==> config.mk <==
export PLATFORM = sky130hd
export DESIGN_NAME = vx_dispatch_queue_flat
export DESIGN_NICKNAME = d
export VERILOG_FILES = /design/src/rtl/vx_dispatch_pkg.sv /design/src/rtl/vx_dispatch_queue_if.sv /design/src/rtl/vx_dispatch_fifo.sv /design/src/rtl/vx_dispatch_queue.sv /design/src/flat_wrapper.sv
export SDC_FILE = /design/constraint.sdc
export NUM_CORES = 2
export LEC_CHECK = 0
export BUFFER_PORTS_ARGS = -buffer_cell sky130_fd_sc_hd__buf_2
export CAP_MARGIN = 40
export CORE_AREA = 4 4 539 541
export DETAILED_ROUTE_END_ITERATION = 6
export DIE_AREA = 0 0 543 545
export SYNTH_ARGS = -nofsm -noshare
export SYNTH_HDL_FRONTEND = slang
export SYNTH_HIERARCHICAL = 1
export SYNTH_SLANG_ARGS = --single-unit
==> constraint.sdc <==
create_clock -name clk -period 7.07 [get_ports clk]
set_clock_uncertainty 0.15 [all_clocks]
set_input_delay 0.707 -clock clk [delete_from_list [all_inputs] [get_ports clk]]
set_output_delay 0.707 -clock clk [all_outputs]
set_load 0.005 [all_outputs]
==> src/rtl/vx_dispatch_pkg.sv <==
// rtl/vx_dispatch_pkg.sv - shared unit indices and helpers for the dispatch queue
package vx_dispatch_pkg;

    typedef enum logic [2:0] {
        EX_ALU = 3'd0,
        EX_LSU = 3'd1,
        EX_CSR = 3'd2,
        EX_FPU = 3'd3,
        EX_GPU = 3'd4,
        EX_NOP = 3'd7
    } ex_type_e;

    // Ceiling log2; used for pointer and occupancy widths.
    function automatic int clog2(input int value);
        int result;
        result = 0;
        for (int v = value - 1; v > 0; v = v >> 1) begin
            result = result + 1;
        end
        return result;
    endfunction

endpackage

==> src/rtl/vx_dispatch_queue_if.sv <==
// rtl/vx_dispatch_queue_if.sv - issue-side and unit-side handshake bundle
interface vx_dispatch_queue_if #(
    parameter int NUM_UNITS = 5,
    parameter int DATAW     = 128,
    parameter int EXT_BITS  = 3
);
    logic                       in_valid;
    logic [EXT_BITS-1:0]        in_ex_type;
    logic [DATAW-1:0]           in_data;
    logic                       in_ready;
    logic [NUM_UNITS-1:0]       out_valid;
    logic [NUM_UNITS*DATAW-1:0] out_data;
    logic [NUM_UNITS-1:0]       out_ready;

    // Producer of instructions and consumer of unit heads (bench / pipeline side).
    modport master (
        output in_valid, in_ex_type, in_data, out_ready,
        input  in_ready, out_valid, out_data
    );

    // The dispatch queue itself.
    modport slave (
        input  in_valid, in_ex_type, in_data, out_ready,
        output in_ready, out_valid, out_data
    );
endinterface

==> src/rtl/vx_dispatch_fifo.sv <==
// rtl/vx_dispatch_fifo.sv - one per-unit FIFO with registered count and head
module vx_dispatch_fifo
    import vx_dispatch_pkg::*;
#(
    parameter int DATAW = 128,
    parameter int DEPTH = 4,
    parameter int PTRW  = clog2(DEPTH),
    parameter int CNTW  = clog2(DEPTH) + 1
) (
    input  logic             clk,
    input  logic             reset,
    input  logic             flush,
    input  logic             push,
    input  logic [DATAW-1:0] push_data,
    input  logic             pop,
    output logic             valid,
    output logic [DATAW-1:0] head_data,
    output logic [CNTW-1:0]  count,
    output logic             full
);
    logic [DATAW-1:0] mem [DEPTH];
    logic [PTRW-1:0]  rd_ptr;
    logic [PTRW-1:0]  wr_ptr;
    logic             do_push;
    logic             do_pop;

    assign valid     = (count != '0);
    assign full      = (count == CNTW'(DEPTH));
    assign head_data = mem[rd_ptr];
    // Full check uses the registered count, so a same-cycle pop never frees a slot.
    assign do_push   = push && !full && !flush;
    assign do_pop    = pop && valid && !flush;

    // Pointer and count state; flush wipes the queue regardless of pending pops.
    always_ff @(posedge clk or negedge reset) begin
        if (!reset) begin
            rd_ptr <= '0;
            wr_ptr <= '0;
            count  <= '0;
        end else if (flush) begin
            rd_ptr <= '0;
            wr_ptr <= '0;
            count  <= '0;
        end else begin
            if (do_push) wr_ptr <= wr_ptr + 1'b1;
            if (do_pop)  rd_ptr <= rd_ptr + 1'b1;
            case ({do_push, do_pop})
                2'b10:   count <= count + 1'b1;
                2'b01:   count <= count - 1'b1;
                default: count <= count;
            endcase
        end
    end

    // Payload storage is left unreset; only occupied slots are ever observed.
    always_ff @(posedge clk) begin
        if (do_push) mem[wr_ptr] <= push_data;
    end

endmodule

==> src/rtl/vx_dispatch_queue.sv <==
// rtl/vx_dispatch_queue.sv - routes issued instructions into per-unit FIFOs
module vx_dispatch_queue
    import vx_dispatch_pkg::*;
#(
    parameter int NUM_UNITS = 5,
    parameter int DATAW     = 128,
    parameter int DEPTH     = 4,
    parameter int EXT_BITS  = 3,
    parameter int CNTW      = clog2(DEPTH) + 1
) (
    input  logic                      clk,
    input  logic                      reset,
    input  logic                      flush,
    vx_dispatch_queue_if.slave        bus,
    output logic [NUM_UNITS*CNTW-1:0] occupancy,
    output logic [31:0]               perf_stalls
);
    logic [EXT_BITS-1:0]        sel;
    logic                       is_nop;
    logic                       sel_full;
    logic                       in_ready_w;
    logic                       accept;
    logic                       stall;
    logic [NUM_UNITS-1:0]       push;
    logic [NUM_UNITS-1:0]       unit_full;
    logic [NUM_UNITS-1:0]       unit_valid;
    logic [NUM_UNITS*DATAW-1:0] head_flat;

    assign sel = bus.in_ex_type;

    // Decode the target unit; anything past the last unit is a NOP.
    always_comb begin
        is_nop   = 1'b1;
        sel_full = 1'b0;
        for (int u = 0; u < NUM_UNITS; u++) begin
            if (sel == EXT_BITS'(u)) begin
                is_nop   = 1'b0;
                sel_full = unit_full[u];
            end
        end
    end

    // in_ready depends only on registered counts, never on out_ready.
    assign in_ready_w   = reset && !flush && (is_nop || !sel_full);
    assign bus.in_ready = in_ready_w;
    assign accept       = bus.in_valid && in_ready_w;
    assign stall        = bus.in_valid && !in_ready_w && !flush;

    // One-hot push to the selected unit; accepted NOPs push nothing.
    always_comb begin
        push = '0;
        for (int u = 0; u < NUM_UNITS; u++) begin
            push[u] = accept && !is_nop && (sel == EXT_BITS'(u));
        end
    end

    // Saturating stall counter, deliberately untouched by flush.
    always_ff @(posedge clk or negedge reset) begin
        if (!reset) begin
            perf_stalls <= '0;
        end else if (stall && (perf_stalls != 32'hFFFF_FFFF)) begin
            perf_stalls <= perf_stalls + 32'd1;
        end
    end

    for (genvar u = 0; u < NUM_UNITS; u++) begin : g_unit
        vx_dispatch_fifo #(
            .DATAW (DATAW),
            .DEPTH (DEPTH),
            .CNTW  (CNTW)
        ) u_fifo (
            .clk       (clk),
            .reset     (reset),
            .flush     (flush),
            .push      (push[u]),
            .push_data (bus.in_data),
            .pop       (bus.out_ready[u]),
            .valid     (unit_valid[u]),
            .head_data (head_flat[u*DATAW +: DATAW]),
            .count     (occupancy[u*CNTW +: CNTW]),
            .full      (unit_full[u])
        );
    end

    assign bus.out_valid = unit_valid;
    assign bus.out_data  = head_flat;

endmodule

==> src/flat_wrapper.sv <==
// flat-port wrapper written by rule: the top's interface ports become plain ports
module vx_dispatch_queue_flat import vx_dispatch_pkg::*;
#(
    parameter int NUM_UNITS = 5,
    parameter int DATAW     = 128,
    parameter int DEPTH     = 4,
    parameter int EXT_BITS  = 3,
    parameter int CNTW      = clog2(DEPTH) + 1
)
  (clk, reset, flush, occupancy, perf_stalls, bus_in_valid, bus_in_ex_type, bus_in_data, bus_out_ready, bus_in_ready, bus_out_valid, bus_out_data);
  vx_dispatch_queue_if #(.NUM_UNITS(NUM_UNITS), .DATAW(DATAW), .EXT_BITS(EXT_BITS)) bus_i ();
  input  logic clk;
  input  logic reset;
  input  logic flush;
  output logic [NUM_UNITS*CNTW-1:0] occupancy;
  output logic [31:0] perf_stalls;
  input wire logic [$bits(bus_i.in_valid)-1:0] bus_in_valid;
  input wire logic [$bits(bus_i.in_ex_type)-1:0] bus_in_ex_type;
  input wire logic [$bits(bus_i.in_data)-1:0] bus_in_data;
  input wire logic [$bits(bus_i.out_ready)-1:0] bus_out_ready;
  output wire logic [$bits(bus_i.in_ready)-1:0] bus_in_ready;
  output wire logic [$bits(bus_i.out_valid)-1:0] bus_out_valid;
  output wire logic [$bits(bus_i.out_data)-1:0] bus_out_data;
  assign bus_i.in_valid = bus_in_valid;
  assign bus_i.in_ex_type = bus_in_ex_type;
  assign bus_i.in_data = bus_in_data;
  assign bus_i.out_ready = bus_out_ready;
  assign bus_in_ready = bus_i.in_ready;
  assign bus_out_valid = bus_i.out_valid;
  assign bus_out_data = bus_i.out_data;
  vx_dispatch_queue #(.NUM_UNITS(NUM_UNITS), .DATAW(DATAW), .DEPTH(DEPTH), .EXT_BITS(EXT_BITS), .CNTW(CNTW)) u_core (.clk(clk), .reset(reset), .flush(flush), .bus(bus_i), .occupancy(occupancy), .perf_stalls(perf_stalls));
endmodule
==> flow_summary_export.csv <==
group,metric,value,unit
status,status,"completed",
timing,period_minus_slack,5.15,ns
floorplanning,core-area,0.285,mm2
synthesis,synth_area_leaders,"edfxtp_1 79%, mux4_2 15%, dfrtp_1 1.7%",
finish,fillers,24957,
floorplanning,rows,196,
finish,finalNonFillerCells,8845,
synthesis,yosysWarningCount,6,
timing,slew_headroom,32.0,%
place,dp_hpwl,164000,um
clock_tree,cts_buffers,282,
synthesis,synthArstFlopShare,2.55,%
clock_tree,root_buffer,"clkbuf_16",
worst_setup_path,cp.required,7.42,ns
synthesis,synth_ff_type,"edfxtp_1",
timing,drv_slew,0,
worst_setup_path,critPathLaunchType,"flop",
drt,wire_per_inst,28.6,um
drt,viasPerCell,5.12,
synthesis,syn_nets,4007,
worst_setup_path,path_cells,"nor3b_1 > mux4_2 > or4_1 > inv_2 > nand2_1 > nor2_1 > nor3b_1 > and2_4 > buf_12",
grt,grt_overflow_total,0,
floorplanning,start_util,34.0,%
worst_setup_path,cp_max_fo,50,
timing,fmax,194,MHz
pwr,p_per_area,283,mW/mm2
worst_setup_path,crit_buf_inv,2,
drt,drtPass1Iterations,6,
synthesis,synth.most_common_cell,"edfxtp_1",
pwr,peakVddDrop,0.000201,V
drt,wirelength_met1,107000,um
floorplanning,dieArea,0.296,mm2
grt,grt.total_usage,16.7,%
worst_hold_path,min_path_type,"input port to flop",
clock_tree,tritoncts,"yes",
grt,grt_pass1_wl,356000,um
finish,final_nets,5027,
grt,grt_pass1_vias,45610,
timing,finalHoldViolations,0,
place,portBuffers,832,
place,place_inst,8336,
clock_tree,clock_path_buffers,4,
finish,register_area,0.0786,mm2
clock_tree,clk_pin_slew,0.06,ns
worst_setup_path,critPathArrivalTime,5.50,ns
synthesis,synth.avg_cell_area,25.2,um2
drt,wl_met2,120000,um
synthesis,netlist-cell-type-count,51,
place,gp_congestion,0.788,
timing,setup_tns,0,ns
worst_setup_path,endpoint_kind,"flop",
clock_tree,cts_max_level,5,
drt,vias,45314,
floorplanning,fp.dieW,543,um
clock_tree,cts_resized,0,
drt,antenna_left,0,
synthesis,synth_top_cell_by_area,"edfxtp_1",
worst_setup_path,cpMostUsedCell,"nor3b_1",
flow_run,drv_cap,0,
drt,top_layer_used,"met5",
timing,timing.final.crit_share,72.8,%
worst_setup_path,crit_family,"simple AND/OR/NAND/NOR gates",
worst_setup_path,slowest_delay,0.77,ns
synthesis,synth_edf_count,2560,
finish,area_delta_synth_final,18.8,%
clock_tree,cts_setup_buffers,0,
drt,drt_iter0_drc,4662,
timing,setup_viol,0,
finish,final_layout_size_suffix_gt1_share,39.1,%
clock_tree,postCtsHoldBufs,2,
synthesis,syn_area,0.0969,mm2
synthesis,syn_inst,3841,
synthesis,ys_ff_latch,2627,
worst_setup_path,criticalPathCategory,"flop to flop",
drt,wl_met3,21800,um
timing,rsz0062_at_grt,"no",
finish,multiInputGateArea,0.0171,mm2
grt,antenna_found_initial,17,
synthesis,synth_top_cell_area_share,79.3,%
timing,tightest_slew,1.02,ns
drt,wl,253000,um
worst_setup_path,slowest_stage,"and2_4",
floorplanning,die_h,545,um
floorplanning,ios,833,
synthesis,synthTopCellsByCount,"2560 x edfxtp_1, 641 x mux4_2, 92 x buf_2, 67 x dfrtp_1, 55 x buf_6",
clock_tree,cts_sinks,2627,
synthesis,ys_seq_area_share,81.1,%
clock_tree,clkLatencyLatePin,0.87,ns
pwr,leakage,36.5,nW
drt,drc,0,
grt,grt_max_degree,77,
stage by stage:
stage | area [um2] | setup WS (ns) | power [mW] | util [%] | hold WS (ns)
2_1_floorplan | 96900 | 0.914 | 17.7 | - | 0.261
6_report | 115000 | 1.92 | 32.5 | 40.4 | 0.0990
4_1_cts | 115000 | 1.66 | 32.9 | 40.4 | 0.0116
5_1_grt | 115000 | 1.61 | 33.6 | 40.4 | 0.0515
3_5_place_dp | 106000 | 1.64 | 18.3 | 37.2 | 0.340
3_3_place_gp | 106000 | 1.65 | 18.2 | 37.1 | 0.334
worst register-to-register path, cell delays in order (launching register included):
cell and delay, ns:
dfrtp_1 0.63, nor3b_1 0.22, mux4_2 0.54, or4_1 0.57, inv_2 0.09, nand2_1 0.06, nor2_1 0.58, nor3b_1 0.65
and2_4 0.77, buf_12 0.36
sequential cells by signal, summed over array words and instances, names as in the netlist:
signal,flops
u_core/g_unit.u_fifo/rd_ptr,10
u_core/g_unit.u_fifo/wr_ptr,10
u_core/g_unit.u_fifo/count,15
u_core/g_unit.u_fifo/mem,2560
u_core/perf_stalls,32
cell usage in the layout (no fill, tap or decap), types with 11 or more instances in the layout:
cell / instances
xnor2_1: 29
nand3_1: 24
clkinv_2: 44
nor3_1: 13
and2_4: 20
nand3b_1: 13
dfrtp_1: 57
mux4_2: 641
xor2_1: 18
nand4_1: 13
nand2b_1: 17
a21oi_1: 28
buf_4: 26
nor4_1: 11
clkbuf_1: 48
buf_2: 833
nor2_1: 28
bufinv_16: 28
buf_12: 51
edfxtp_1: 2560
nor3b_1: 12
clkinv_1: 58
clkbuf_16: 284
or3_1: 17
o21ai_0: 12
inv_1: 26
ha_1: 21
metal layers:
metal,up-vias,track usage (%)
met1,24658,23.4
met5,-,0
li1,18517,-
met4,10,3.36
met2,1823,26.3
met3,306,4.54
area by class of cell:
cell class | instances | share of cell area (%)
clock inverters | 166 | 1.65
flip-flops and latches | 2627 | 68.3
inverters | 27 | 0.0880
multi-input cells | 1009 | 14.8
repair buffers | 914 | 4.72
well taps | 3762 | 4.09
diodes | 7 | 0.0152
clock buffers | 333 | 6.34
path summary, 6_finish.rpt:
kind,start,slack (ns),cells past startpoint,endpoint
worst min register to register,u_core/perf_stalls[19]$_DFFE_PN0P_,0.36,1,u_core/perf_stalls[19]$_DFFE_PN0P_
worst min-delay path,bus_in_data[13],0.1,1,u_core/g_unit[0].u_fifo/mem[2][13]$_DFFE_PP_
worst max-delay path,u_core/g_unit[1].u_fifo/count[0]$_DFFE_PN0P_,1.92,9,u_core/g_unit[2].u_fifo/mem[1][41]$_DFFE_PP_
min in group asynchronous,reset,0.25,3,u_core/perf_stalls[29]$_DFFE_PN0P_
worst max register to register,u_core/g_unit[1].u_fifo/count[0]$_DFFE_PN0P_,1.92,9,u_core/g_unit[2].u_fifo/mem[1][41]$_DFFE_PP_
max in group asynchronous,reset,5.94,4,u_core/g_unit[4].u_fifo/rd_ptr[1]$_DFFE_PN0P_
power by group:
group | total [mW] | internal (mW) | switching, mW | leakage [nW]
logic | 0.766 | 0.241 | 0.524 | 8.08
registers | 17.2 | 17.1 | 0.0388 | 23.9
clock network | 14.6 | 8.50 | 6.11 | 4.47
total | 32.5 | 25.9 | 6.67 | 36.5
logic make-up after synthesis:
logic type,after synthesis,synth area share [%]
compound gates,84,0.554
mux,644,14.9
xor+xnor,47,0.425
buf+inv,205,1.36
fa+ha+maj,26,0.375
flops,2627,81.1
simple gates,208,1.28
(Power assumes the default switching activity.)
